### src/rtl/fault_pkg.sv
// Shared types and helpers for the N-channel fault supervisor.
// Latency: n/a (types, constants and a pure combinational function only).
// Backpressure: none; nothing here holds state.
package fault_pkg;

  typedef enum logic [1:0] {
    ST_NORMAL   = 2'd0,
    ST_WARNING  = 2'd1,
    ST_FAULT    = 2'd2,
    ST_SHUTDOWN = 2'd3
  } state_t;

  localparam int ID_W   = 4;
  // Widest channel vector an ID_W-bit id can name (id 0 means "none").
  localparam int MAX_CH = 15;

  // Id of the lowest set bit, 1-based; 0 when no bit is set.
  function automatic logic [ID_W-1:0] lowest_id(input logic [MAX_CH-1:0] v);
    logic [ID_W-1:0] id;
    id = '0;
    for (int i = MAX_CH - 1; i >= 0; i--) begin
      if (v[i]) id = ID_W'(i + 1);
    end
    return id;
  endfunction

endpackage

### src/rtl/fault_chan_qual.sv
// One fault channel: masking, persistence count and saturating event count.
// Latency: pcnt/evt_cnt registered, 1 cycle after the qualified flag; ge_* flags decode registered pcnt.
// Backpressure: none; the flag is sampled every cycle.
module fault_chan_qual #(
  parameter int CNT_W     = 8,
  parameter int EVT_W     = 8,
  parameter int WARN_CYC  = 4,
  parameter int FAULT_CYC = 16,
  parameter int SHUT_CYC  = 32
) (
  input  logic             clk,
  input  logic             rst,
  input  logic             flt,
  input  logic             msk,
  output logic             q,
  output logic [CNT_W-1:0] pcnt,
  output logic             ge_warn,
  output logic             ge_fault,
  output logic             ge_shut,
  output logic [EVT_W-1:0] evt_cnt
);

  localparam logic [CNT_W-1:0] WARN_V    = CNT_W'(WARN_CYC);
  localparam logic [CNT_W-1:0] WARN_M1   = CNT_W'(WARN_CYC - 1);
  localparam logic [CNT_W-1:0] FAULT_V   = CNT_W'(FAULT_CYC);
  localparam logic [CNT_W-1:0] SHUT_V    = CNT_W'(SHUT_CYC);
  localparam logic [EVT_W-1:0] EVT_MAX   = '1;

  assign q        = flt & ~msk;
  assign ge_warn  = (pcnt >= WARN_V);
  assign ge_fault = (pcnt >= FAULT_V);
  assign ge_shut  = (pcnt >= SHUT_V);

  // Persistence: run length of consecutive qualified cycles, saturating at the shutdown threshold.
  always_ff @(posedge clk) begin
    if (rst)                 pcnt <= '0;
    else if (!q)             pcnt <= '0;
    else if (pcnt != SHUT_V) pcnt <= pcnt + 1'b1;
  end

  // One event per run that crosses the warning threshold; never wraps, only rst clears it.
  always_ff @(posedge clk) begin
    if (rst)                                            evt_cnt <= '0;
    else if (q && (pcnt == WARN_M1) && (evt_cnt != EVT_MAX)) evt_cnt <= evt_cnt + 1'b1;
  end

endmodule

### src/rtl/fault_supervisor_n.sv
// N-channel fault supervisor: NORMAL -> WARNING -> FAULT -> SHUTDOWN escalation for the power stage.
// Latency: all outputs registered; state reacts one cycle after pcnt crosses a threshold.
// Backpressure: none; flags and clear pulses are sampled every cycle.
module fault_supervisor_n
  import fault_pkg::*;
#(
  parameter int              N_CH        = 4,
  parameter int              CNT_W       = 8,
  parameter int              EVT_W       = 8,
  parameter int              WARN_CYC    = 4,
  parameter int              FAULT_CYC   = 16,
  parameter int              SHUT_CYC    = 32,
  parameter int              RECOVER_CYC = 8,
  parameter logic [N_CH-1:0] SHUT_EN     = '1
) (
  input  logic                  clk,
  input  logic                  rst,
  input  logic [N_CH-1:0]       flt_in,
  input  logic [N_CH-1:0]       mask,
  input  logic                  clear_warning,
  input  logic                  clear_fault,
  output logic [1:0]            state,
  output logic                  warn,
  output logic                  fault,
  output logic                  shutdown,
  output logic [ID_W-1:0]       active_fault_id,
  output logic [ID_W-1:0]       first_fault_id,
  output logic [N_CH*EVT_W-1:0] evt_cnt
);

  if (!(N_CH >= 1 && N_CH <= MAX_CH && WARN_CYC >= 1 && WARN_CYC < FAULT_CYC &&
        FAULT_CYC < SHUT_CYC && SHUT_CYC <= (1 << CNT_W) - 1 && RECOVER_CYC >= 1)) begin : g_bad_param
    $error("fault_supervisor_n: illegal channel count or threshold ordering");
  end

  localparam int               REC_W   = $clog2(RECOVER_CYC + 1);
  localparam logic [REC_W-1:0] REC_M1  = REC_W'(RECOVER_CYC - 1);
  localparam logic [CNT_W-1:0] WARN_V  = CNT_W'(WARN_CYC);

  logic [N_CH-1:0]  q_v, ge_warn_v, ge_fault_v, ge_shut_v;
  logic [CNT_W-1:0] pcnt_a [N_CH];

  for (genvar i = 0; i < N_CH; i++) begin : g_ch
    fault_chan_qual #(
      .CNT_W(CNT_W), .EVT_W(EVT_W), .WARN_CYC(WARN_CYC),
      .FAULT_CYC(FAULT_CYC), .SHUT_CYC(SHUT_CYC)
    ) u_chan (
      .clk     (clk),
      .rst     (rst),
      .flt     (flt_in[i]),
      .msk     (mask[i]),
      .q       (q_v[i]),
      .pcnt    (pcnt_a[i]),
      .ge_warn (ge_warn_v[i]),
      .ge_fault(ge_fault_v[i]),
      .ge_shut (ge_shut_v[i]),
      .evt_cnt (evt_cnt[i*EVT_W +: EVT_W])
    );
  end

  state_t           st_q, st_d;
  logic [REC_W-1:0] rec_q, rec_d;
  logic [ID_W-1:0]  first_d, id_comb;
  logic             any_q, shut_hit, fault_hit, warn_hit, all_below_warn, recover_hit;

  assign state = st_q;

  // Next state, recovery count and first-fault id from registered pcnt and this cycle's inputs.
  always_comb begin
    st_d           = st_q;
    rec_d          = '0;
    first_d        = first_fault_id;
    all_below_warn = 1'b1;
    for (int i = 0; i < N_CH; i++) begin
      if (pcnt_a[i] >= WARN_V) all_below_warn = 1'b0;
    end
    any_q       = |q_v;
    shut_hit    = |(ge_shut_v & SHUT_EN);
    fault_hit   = |ge_fault_v;
    warn_hit    = |ge_warn_v;
    id_comb     = lowest_id(MAX_CH'(ge_warn_v));
    recover_hit = (st_q == ST_WARNING) && !any_q && (rec_q == REC_M1);

    if (st_q != ST_SHUTDOWN && shut_hit) begin
      st_d = ST_SHUTDOWN;
    end else begin
      unique case (st_q)
        ST_NORMAL:   if (fault_hit) st_d = ST_FAULT;
                     else if (warn_hit) st_d = ST_WARNING;
        ST_WARNING:  if (fault_hit) st_d = ST_FAULT;
                     else if ((clear_warning && all_below_warn) || recover_hit) st_d = ST_NORMAL;
        ST_FAULT:    if (clear_fault && !any_q) st_d = ST_NORMAL;
        ST_SHUTDOWN: st_d = ST_SHUTDOWN;
        default:     st_d = ST_NORMAL;
      endcase
    end

    // Recovery only counts clean cycles spent continuously in WARNING.
    if (st_q == ST_WARNING && st_d == ST_WARNING && !any_q) rec_d = rec_q + 1'b1;

    // Capture the id that becomes active on this same edge, not the lagging registered copy.
    if (st_q == ST_NORMAL && st_d != ST_NORMAL) first_d = id_comb;
    else if (st_d == ST_NORMAL)                 first_d = '0;
  end

  // Register state, decoded flags, ids and the recovery counter.
  always_ff @(posedge clk) begin
    if (rst) begin
      st_q            <= ST_NORMAL;
      warn            <= 1'b0;
      fault           <= 1'b0;
      shutdown        <= 1'b0;
      active_fault_id <= '0;
      first_fault_id  <= '0;
      rec_q           <= '0;
    end else begin
      st_q            <= st_d;
      warn            <= (st_d == ST_WARNING);
      fault           <= (st_d == ST_FAULT);
      shutdown        <= (st_d == ST_SHUTDOWN);
      active_fault_id <= id_comb;
      first_fault_id  <= first_d;
      rec_q           <= rec_d;
    end
  end

endmodule

### config.mk
export PLATFORM = sky130hd
export DESIGN_NAME = fault_supervisor_n
export DESIGN_NICKNAME = d
export VERILOG_FILES = /design/src/rtl/fault_pkg.sv /design/src/rtl/fault_chan_qual.sv /design/src/rtl/fault_supervisor_n.sv
export SDC_FILE = /design/constraint.sdc
export NUM_CORES = 1
export LEC_CHECK = 0
export ABC_CLOCK_PERIOD_IN_PS = 2490
export CORE_UTILIZATION = 45
export DETAILED_ROUTE_END_ITERATION = 7
export PLACE_DENSITY = 0.7
export SLEW_MARGIN = 20
export SYNTH_ARGS = -nofsm -noshare
export SYNTH_HDL_FRONTEND = slang
export SYNTH_SLANG_ARGS = --single-unit
### constraint.sdc
create_clock -name clk -period 2.49 [get_ports clk]
set_input_delay 0.498 -clock clk [delete_from_list [all_inputs] [get_ports clk]]
set_output_delay 0.498 -clock clk [all_outputs]
set_load 0.02 [all_outputs]
==> results of run 1 <==
-- cells in the mapped netlist (4+ instances only) --
cell	instances
sky130_fd_sc_hd__and4_1	4
sky130_fd_sc_hd__a211oi_1	4
sky130_fd_sc_hd__xnor2_1	24
sky130_fd_sc_hd__dfxtp_1	79
sky130_fd_sc_hd__a21oi_1	13
sky130_fd_sc_hd__nand2_1	17
sky130_fd_sc_hd__nor4_1	6
sky130_fd_sc_hd__nand2b_1	10
sky130_fd_sc_hd__xor2_1	26
sky130_fd_sc_hd__nor2b_1	7
sky130_fd_sc_hd__inv_1	9
sky130_fd_sc_hd__nand3_1	34
sky130_fd_sc_hd__nor2_1	80
sky130_fd_sc_hd__nand4_1	10
sky130_fd_sc_hd__clkbuf_1	8
sky130_fd_sc_hd__or3_1	4
sky130_fd_sc_hd__ha_1	13
sky130_fd_sc_hd__o21ai_0	9
sky130_fd_sc_hd__nor3_1	12
sky130_fd_sc_hd__and3_1	8
-- final cells by class --
| class | instances | area, um2 |
|---|---|---|
| clock buffers | 10 | 138 |
| fillers | 758 | 3530 |
| flip-flops and latches | 79 | 1580 |
| multi-input cells | 329 | 2150 |
| clock inverters | 5 | 106 |
| inverters | 9 | 33.8 |
| well taps | 105 | 131 |
| repair buffers | 55 | 543 |
-- state kept, by name, indices dropped and copies added, names as in the netlist --
register and count:
active_fault_id 3, g_ch.u_chan.pcnt 32, g_ch.u_chan.evt_cnt 32, fault 1, shutdown 1, rec_q 4
warn 1, state 2, first_fault_id 3
-- routing by layer --
metal / wire length, um / GRT usage [%] / share of wire [%] / up-vias
met5: 0 / 0 / 0 / -
met4: 182 / 8.46 / 2.4 / 0
met3: 316 / 4.29 / 4.1 / 14
met2: 3470 / 28.5 / 45 / 71
met1: 3720 / 25.1 / 48 / 1494
li1: - / - / - / 1603
-- power groups by stage --
stage                     Combinational (W)  Sequential (W)  Clock [W]
after floorplan                   0.0000388         0.00130          0
after global placement            0.0000624         0.00130          0
after detailed placement          0.0000633         0.00130          0
after CTS                         0.0000637         0.00127    0.00117
after global routing              0.0000695         0.00127    0.00123
final                             0.0000627         0.00127    0.00114
-- metrics by stage --
step / area, um2 / cells
2_1_floorplan: 3810 / 427
3_3_place_gp: 4440 / 577
3_5_place_dp: 4440 / 577
4_1_cts: 4690 / 592
5_1_grt: 4690 / 592
6_report: 4690 / 592
-- path summary, 6_finish.rpt --
check	from	endpoint	slack [ps]	cells after the start
worst min-delay path	rec_q[0]$_SDFF_PP0_	rec_q[0]$_SDFF_PP0_	490	1
worst min register to register	rec_q[0]$_SDFF_PP0_	rec_q[0]$_SDFF_PP0_	490	1
worst max-delay path	state[0]$_SDFF_PP0_	state[0]	410	1
worst max register to register	rec_q[0]$_SDFF_PP0_	warn$_SDFF_PP0_	540	5
-- logic make-up after synthesis --
group	synth area share [%]
other	0.0985
XOR/XNOR	11.5
buffers and inverters	2.07
AO/OA/AOI/OAI	7.42
flip-flops	41.5
AND/OR/NAND/NOR	32.3
adder cells (fa/ha/maj)	4.27
multiplexers	0.788
==> summary by stage, run 1 <==
Run status
The flow ran to the end, and the final reports show no timing, DRC or antenna violations.

Timing
Derived from the worst setup path, the maximum achievable clock frequency is 480 MHz. The hold violation count in the final report is 0. Across all hold checks on the routed design, the worst slack comes to 489 ps.

The setup TNS is 0 ps. Setup repair after global routing left no endpoint under its margin. The transition time at the pin with the least slew margin is 698 ps. The count of endpoints failing setup in the final report is 0. The max-slew violation count is 0. On the final layout, the worst clock skew is 11.5 ps. After layout, the worst path uses 83.6% of the clock period. The worst path in the final design needs a cycle of 2080 ps, including I/O delays and setup. The final critical-path setup slack is 407 ps. The worst slew margin relative to its limit is 53.1%.

Logic synthesis
The portion of the post-synthesis area used by sequential elements is 41.5%. The synthesized design spends more area on one cell type than any other, namely sky130_fd_sc_hd__dfxtp_1. The share of synthesized registers carrying an async set or reset is 0%. After synthesis, the mean cell area works out to 8.94 um2. The register bit count reported by yosys is 79. In this run, synthesis inferred 0 flip-flops with an integrated enable. The count of yosys warnings during synthesis is 0.

Among all flip-flop cells after synthesis, the most frequent one is sky130_fd_sc_hd__dfxtp_1. The area share of the largest cell type after synthesis is 41.5%. In the post-synthesis netlist, the biggest area contributors are sky130_fd_sc_hd__dfxtp_1 42%, sky130_fd_sc_hd__nor2_1 7.9%, sky130_fd_sc_hd__xor2_1 6.0%. Synthesis handed over a netlist of 426 instances.

The post-synthesis instance area is 0.00381 mm2. Synthesis instantiated 49 different standard cells from the library.

Pwr
The relative contribution of sequential cells to total power is 51.3%. The relative contribution of combinational cells to total power is 2.5%. The power density over the cells is 529 mW/mm2. Internal power comes to 0.00198 W.

For this design the total switching power over the nets is 0.000496 W. The post-layout total power is 0.00248 W. Summed over all cells, the static leakage comes to 1.63 nW. Across the VDD grid, the largest voltage drop is 0.257 mV. Of the total power, the share spent switching nets is 20.0%.

The power share of the clock group is 46.2%.

Critical path
The critical path capture point type is a primary output. The master of the slowest instance on the critical path is sky130_fd_sc_hd__clkdlybuf4s50_1. The endpoint required time on the critical path is 1990 ps. In this design, the stage delay of the slowest critical-path cell is 700 ps. The signal on the critical path passes through clkdlybuf4s50_1. Grouping stages by cell kind, the critical path spends the most delay in buffers and inverters. The arrival time of data at the critical path endpoint is 1580 ps. The worst path buffer plus inverter count is 1. The class of the most critical setup path is reg -> out. The worst setup path is launched from a flop. Along the worst path, the maximum fanout reaches 11.

Floorplan
The core area is 0.00822 mm2. The die area is 0.00884 mm2. Once the floorplan was initialized, standard cells occupied 46.4% of the core. The I/O pin count is 57. The chip width is 94 um. The placement row count is 33. The vertical die dimension is 94 um.

Finish
The count of antenna diodes in the layout is 0. The net count of the finished layout is 508. The proportion of layout cells with a drive suffix above 1 is 8.01%. The top cell types in the final layout, fill and taps aside, are 80 x sky130_fd_sc_hd__nor2_1, 79 x sky130_fd_sc_hd__dfxtp_1, 53 x sky130_fd_sc_hd__clkdlybuf4s50_1. At the end of the flow the core is filled with cells to 57.0%. Compared with the post-synthesis result, the final layout area differs by 23.0%. The library cell used most frequently in the layout, excluding fill and tap cells, is sky130_fd_sc_hd__nor2_1.

Place
Before CTS, the worst setup slack after placement is 129 ps. The count of buffers added on input and output ports is 54. Summed over all nets, the half-perimeter wirelength after detailed placement is 5680 um. The routability-driven placement congestion ratio is 0.867.

Clocking
Post-CTS timing repair inserted 0 buffers for setup. Clock-pin slew was measured on the worst setup and hold paths at 70 ps. The number of clock buffers inserted by TritonCTS is 9. In this run the deepest clock path goes through 2 buffers. For the worst-skew pair, the clock arrives at the later sink with an insertion delay of 350 ps.

The clock sink count is 79. Buffers inserted to repair hold after CTS numbered 0. TritonCTS built the clock tree. The post-cts gate resize count is 0. The root buffer cell is sky130_fd_sc_hd__clkbuf_8.

The maximum level of the CTS H-tree is 3.

Global route
In the global route stage, overall resource usage came out at 18.7%. The global-route congestion overflow total is 0. The initial antenna violation count is 0. The first global-routing pass estimated 13,000 um of wire. The via count of the first global-routing pass is 2,827.

Entering global routing, the biggest net connects 36 pins.

Drt
The starting DRC count in detailed routing is 132. The aggregate routed wire length is 7690 um. The number of nets with antenna violations after routing is 0.

The DRC violations left is 0. The post-detailed-route wirelength per cell is 13.0 um. For this block, the via count after detailed routing is 3,182. Dividing the detail-routed via count by the number of cells gives 5.38. The first detailed-routing pass ran for 4 iterations.

Job
The max capacitance violation total is 0.

Hold path
In this run the worst hold path is classified as reg -> reg.
(Power assumes the default switching activity.)
==> run 2: changes to the inputs <==
--- a/config.mk
+++ b/config.mk
@@ -5,7 +5,7 @@
 export SDC_FILE = /design/constraint.sdc
 export NUM_CORES = 1
 export LEC_CHECK = 0
-export ABC_CLOCK_PERIOD_IN_PS = 2490
+export ABC_CLOCK_PERIOD_IN_PS = 2100
 export CORE_UTILIZATION = 45
 export DETAILED_ROUTE_END_ITERATION = 7
 export PLACE_DENSITY = 0.7
==> constraint.sdc (replaced) <==
create_clock -name clk -period 2.1 [get_ports clk]
set_input_delay 0.42 -clock clk [delete_from_list [all_inputs] [get_ports clk]]
set_output_delay 0.42 -clock clk [all_outputs]
set_load 0.02 [all_outputs]
==> summary by stage, run 2 (same netlist as run 1, synthesis figures left out) <==
Timing
The clock period minus worst slack is 2010 ps. Setup repair after global routing left no endpoint under its margin. The count of endpoints failing setup in the final report is 0. Hold is met by 470 ps. The max-slew violation count came to 0. The hold violation count in the final report is 0. The final clock skew is 13.3 ps. The maximum clock frequency is 497 MHz.

Of the available clock period, the critical path in the final layout requires 95.8%.

Drt
Detailed routing placed a total of 3680 um of wire on met2. Summed over all nets, wire length on met3 after detailed routing comes to 319 um. The DRC violations left is 0.

In this run the remaining antenna-violating nets after routing total 0. The post-detailed-route wirelength per cell is 13.2 um. The routed via count divided by cell count is 5.33. The uppermost signal routing layer after detailed routing is met4. The starting DRC count in detailed routing is 163.

In the final routing, the length of wire on met1 measures 3880 um. The pre-antenna-repair detailed-routing pass consisted of 4 iterations. The aggregate routed wire length is 8030 um. Summing over every cut layer, the via total after detailed routing is 3,246.

Finish
The final layout contains 524 nets. The largest registers in the layout are g_ch.u_chan.evt_cnt (32), g_ch.u_chan.pcnt (32), rec_q (4). The fill cell instance count of the final layout is 767. In the layout the commonest cells are 80 x sky130_fd_sc_hd__nor2_1, 79 x sky130_fd_sc_hd__dfxtp_1, 53 x sky130_fd_sc_hd__clkdlybuf4s50_1. The proportion of layout cells with a drive suffix above 1 is 11.1%. The count of antenna diodes in the layout is 0. The commonest non-fill, non-tap cell in the layout is sky130_fd_sc_hd__nor2_1. At the end of the flow the core is filled with cells to 58.2%. The synthesis-to-finish area growth is 25.5%.

Floorplan
The floorplan step set the die height to 94 um. The chip width is 94 um. Once the floorplan was initialized, standard cells occupied 46.4% of the core. The core region is 0.00822 mm2. The I/O pin count is 57. The die area is 0.00884 mm2. After floorplanning, the core was divided into 33 placement rows.

Clocking
The CTS tree is done. The count of hold buffers inserted by post-cts repair is 0. The number of buffers on the longest clock path is 2. In this run, post-CTS repair resized a total of 0 instances.

The root buffer cell is sky130_fd_sc_hd__clkbuf_8. The number of clock buffers inserted by TritonCTS is 9. At the later pin of the worst-skew pair, clock insertion delay measures 350 ps. The clock-pin slew on the worst setup and hold paths is 80 ps. Clock tree synthesis found a total of 79 sinks.

The maximum level of the CTS H-tree is 3. The buffers inserted during post-CTS setup optimization is 0.

Pwr
The peak supply drop is 0.270 mV. After layout, the design draws a total of 0.00284 W. Dividing total power by cell area gives a power density of 595 mW/mm2.

The leakage dissipation is 1.70 nW.

Critical path
The worst path buffer plus inverter count is 1. The master of the slowest instance on the critical path is sky130_fd_sc_hd__clkdlybuf4s50_1. The startpoint class of the critical path is a flop. The arrival time of data at the critical path endpoint is 1590 ps. The critical path capture point type is a primary output. The endpoint required time on the critical path is 1680 ps. The signal on the critical path passes through clkdlybuf4s50_1. Among cell families on the critical path, the largest total delay comes from buffers and inverters. The critical path in this run is classified as reg -> out. The worst-path maximum fanout is 11. The largest incremental delay on the critical path is 680 ps.

Place
Routability-driven placement finished with a final weighted congestion of 0.855. Port buffering added 54 buffers. The HPWL reported at the end of detailed placement is 6060 um.

Job
Across the run, the number of max-cap violations was 0.

Global route
Entering global routing, the biggest net connects 27 pins. The wire length of the first global-routing pass is 13,600 um. The total overflow left after global routing is 0.

The via count of the first global-routing pass was 2,915. Global routing consumed, over all layers together, 19.6% of the routing resources. The initial antenna violation count was 0.

Run status
The run finished with clean final reports.

Hold path
In this run the worst hold path is classified as reg -> reg.
[run 2: layout make-up]
cell class	count	area, um2	share of cell area [%]
clock buffer	9	124	2.59
clock inverter	7	95.1	1.99
inverter	9	33.8	0.707
multi-input combinational	329	2150	45.0
sequential	79	1580	33.1
tap	105	131	2.75
timing repair buffer	71	663	13.9
[run 2: worst register-to-register path, delay by kind of cell, from the launching register on]
kind / cells / cell delay [ps]
compound gates: 3 / 810
flops: 1 / 400
simple gates: 2 / 630
[run 2: path summary, 6_finish.rpt]
path	from	endpoint	slack (ps)	cells after the start
max reg2reg	g_ch[1].u_chan.pcnt[5]$_SDFFE_PP0N_	fault$_SDFF_PP0_	190	5
max	state[0]$_SDFF_PP0_	state[0]	90	1
min reg2reg	rec_q[0]$_SDFF_PP0_	rec_q[0]$_SDFF_PP0_	470	1
min	rec_q[0]$_SDFF_PP0_	rec_q[0]$_SDFF_PP0_	470	1
[run 2: through the flow]
| stage | instances | cell area [um2] | setup WS, ps | setup TNS [ps] |
|---|---|---|---|---|
| 6_report | 609 | 4780 | 87.4 | 0 |
| 3_3_place_gp | 593 | 4560 | -124 | -1520 |
| 2_1_floorplan | 427 | 3810 | 378 | 0 |
| 3_5_place_dp | 593 | 4560 | -163 | -2150 |
| 4_1_cts | 609 | 4780 | 84.8 | 0 |
| 5_1_grt | 609 | 4780 | 20.6 | 0 |
[run 2: per-layer routing]
| metal | vias up | GRT usage, % |
|---|---|---|
| met5 | - | 0 |
| met4 | 0 | 8.08 |
| li1 | 1634 | - |
| met1 | 1531 | 26.4 |
| met3 | 15 | 3.32 |
| met2 | 66 | 31.0 |
[run 2: where the power goes]
group | switching [W] | internal, W | total [W] | leakage, nW
clock network | 0.000578 | 0.000674 | 0.00125 | 0.110
logic | 0.0000440 | 0.0000412 | 0.0000851 | 0.951
registers | 0.00000627 | 0.00150 | 0.00151 | 0.637
==> run 3: changes to the inputs <==
--- a/config.mk
+++ b/config.mk
@@ -8,6 +8,7 @@
 export ABC_CLOCK_PERIOD_IN_PS = 2100
 export CORE_UTILIZATION = 45
 export DETAILED_ROUTE_END_ITERATION = 7
+export GPL_ROUTABILITY_DRIVEN = 0
 export PLACE_DENSITY = 0.7
 export SLEW_MARGIN = 20
 export SYNTH_ARGS = -nofsm -noshare
==> results of run 3 <==
Final layout, timing and power as in run 2 (identical DEF).
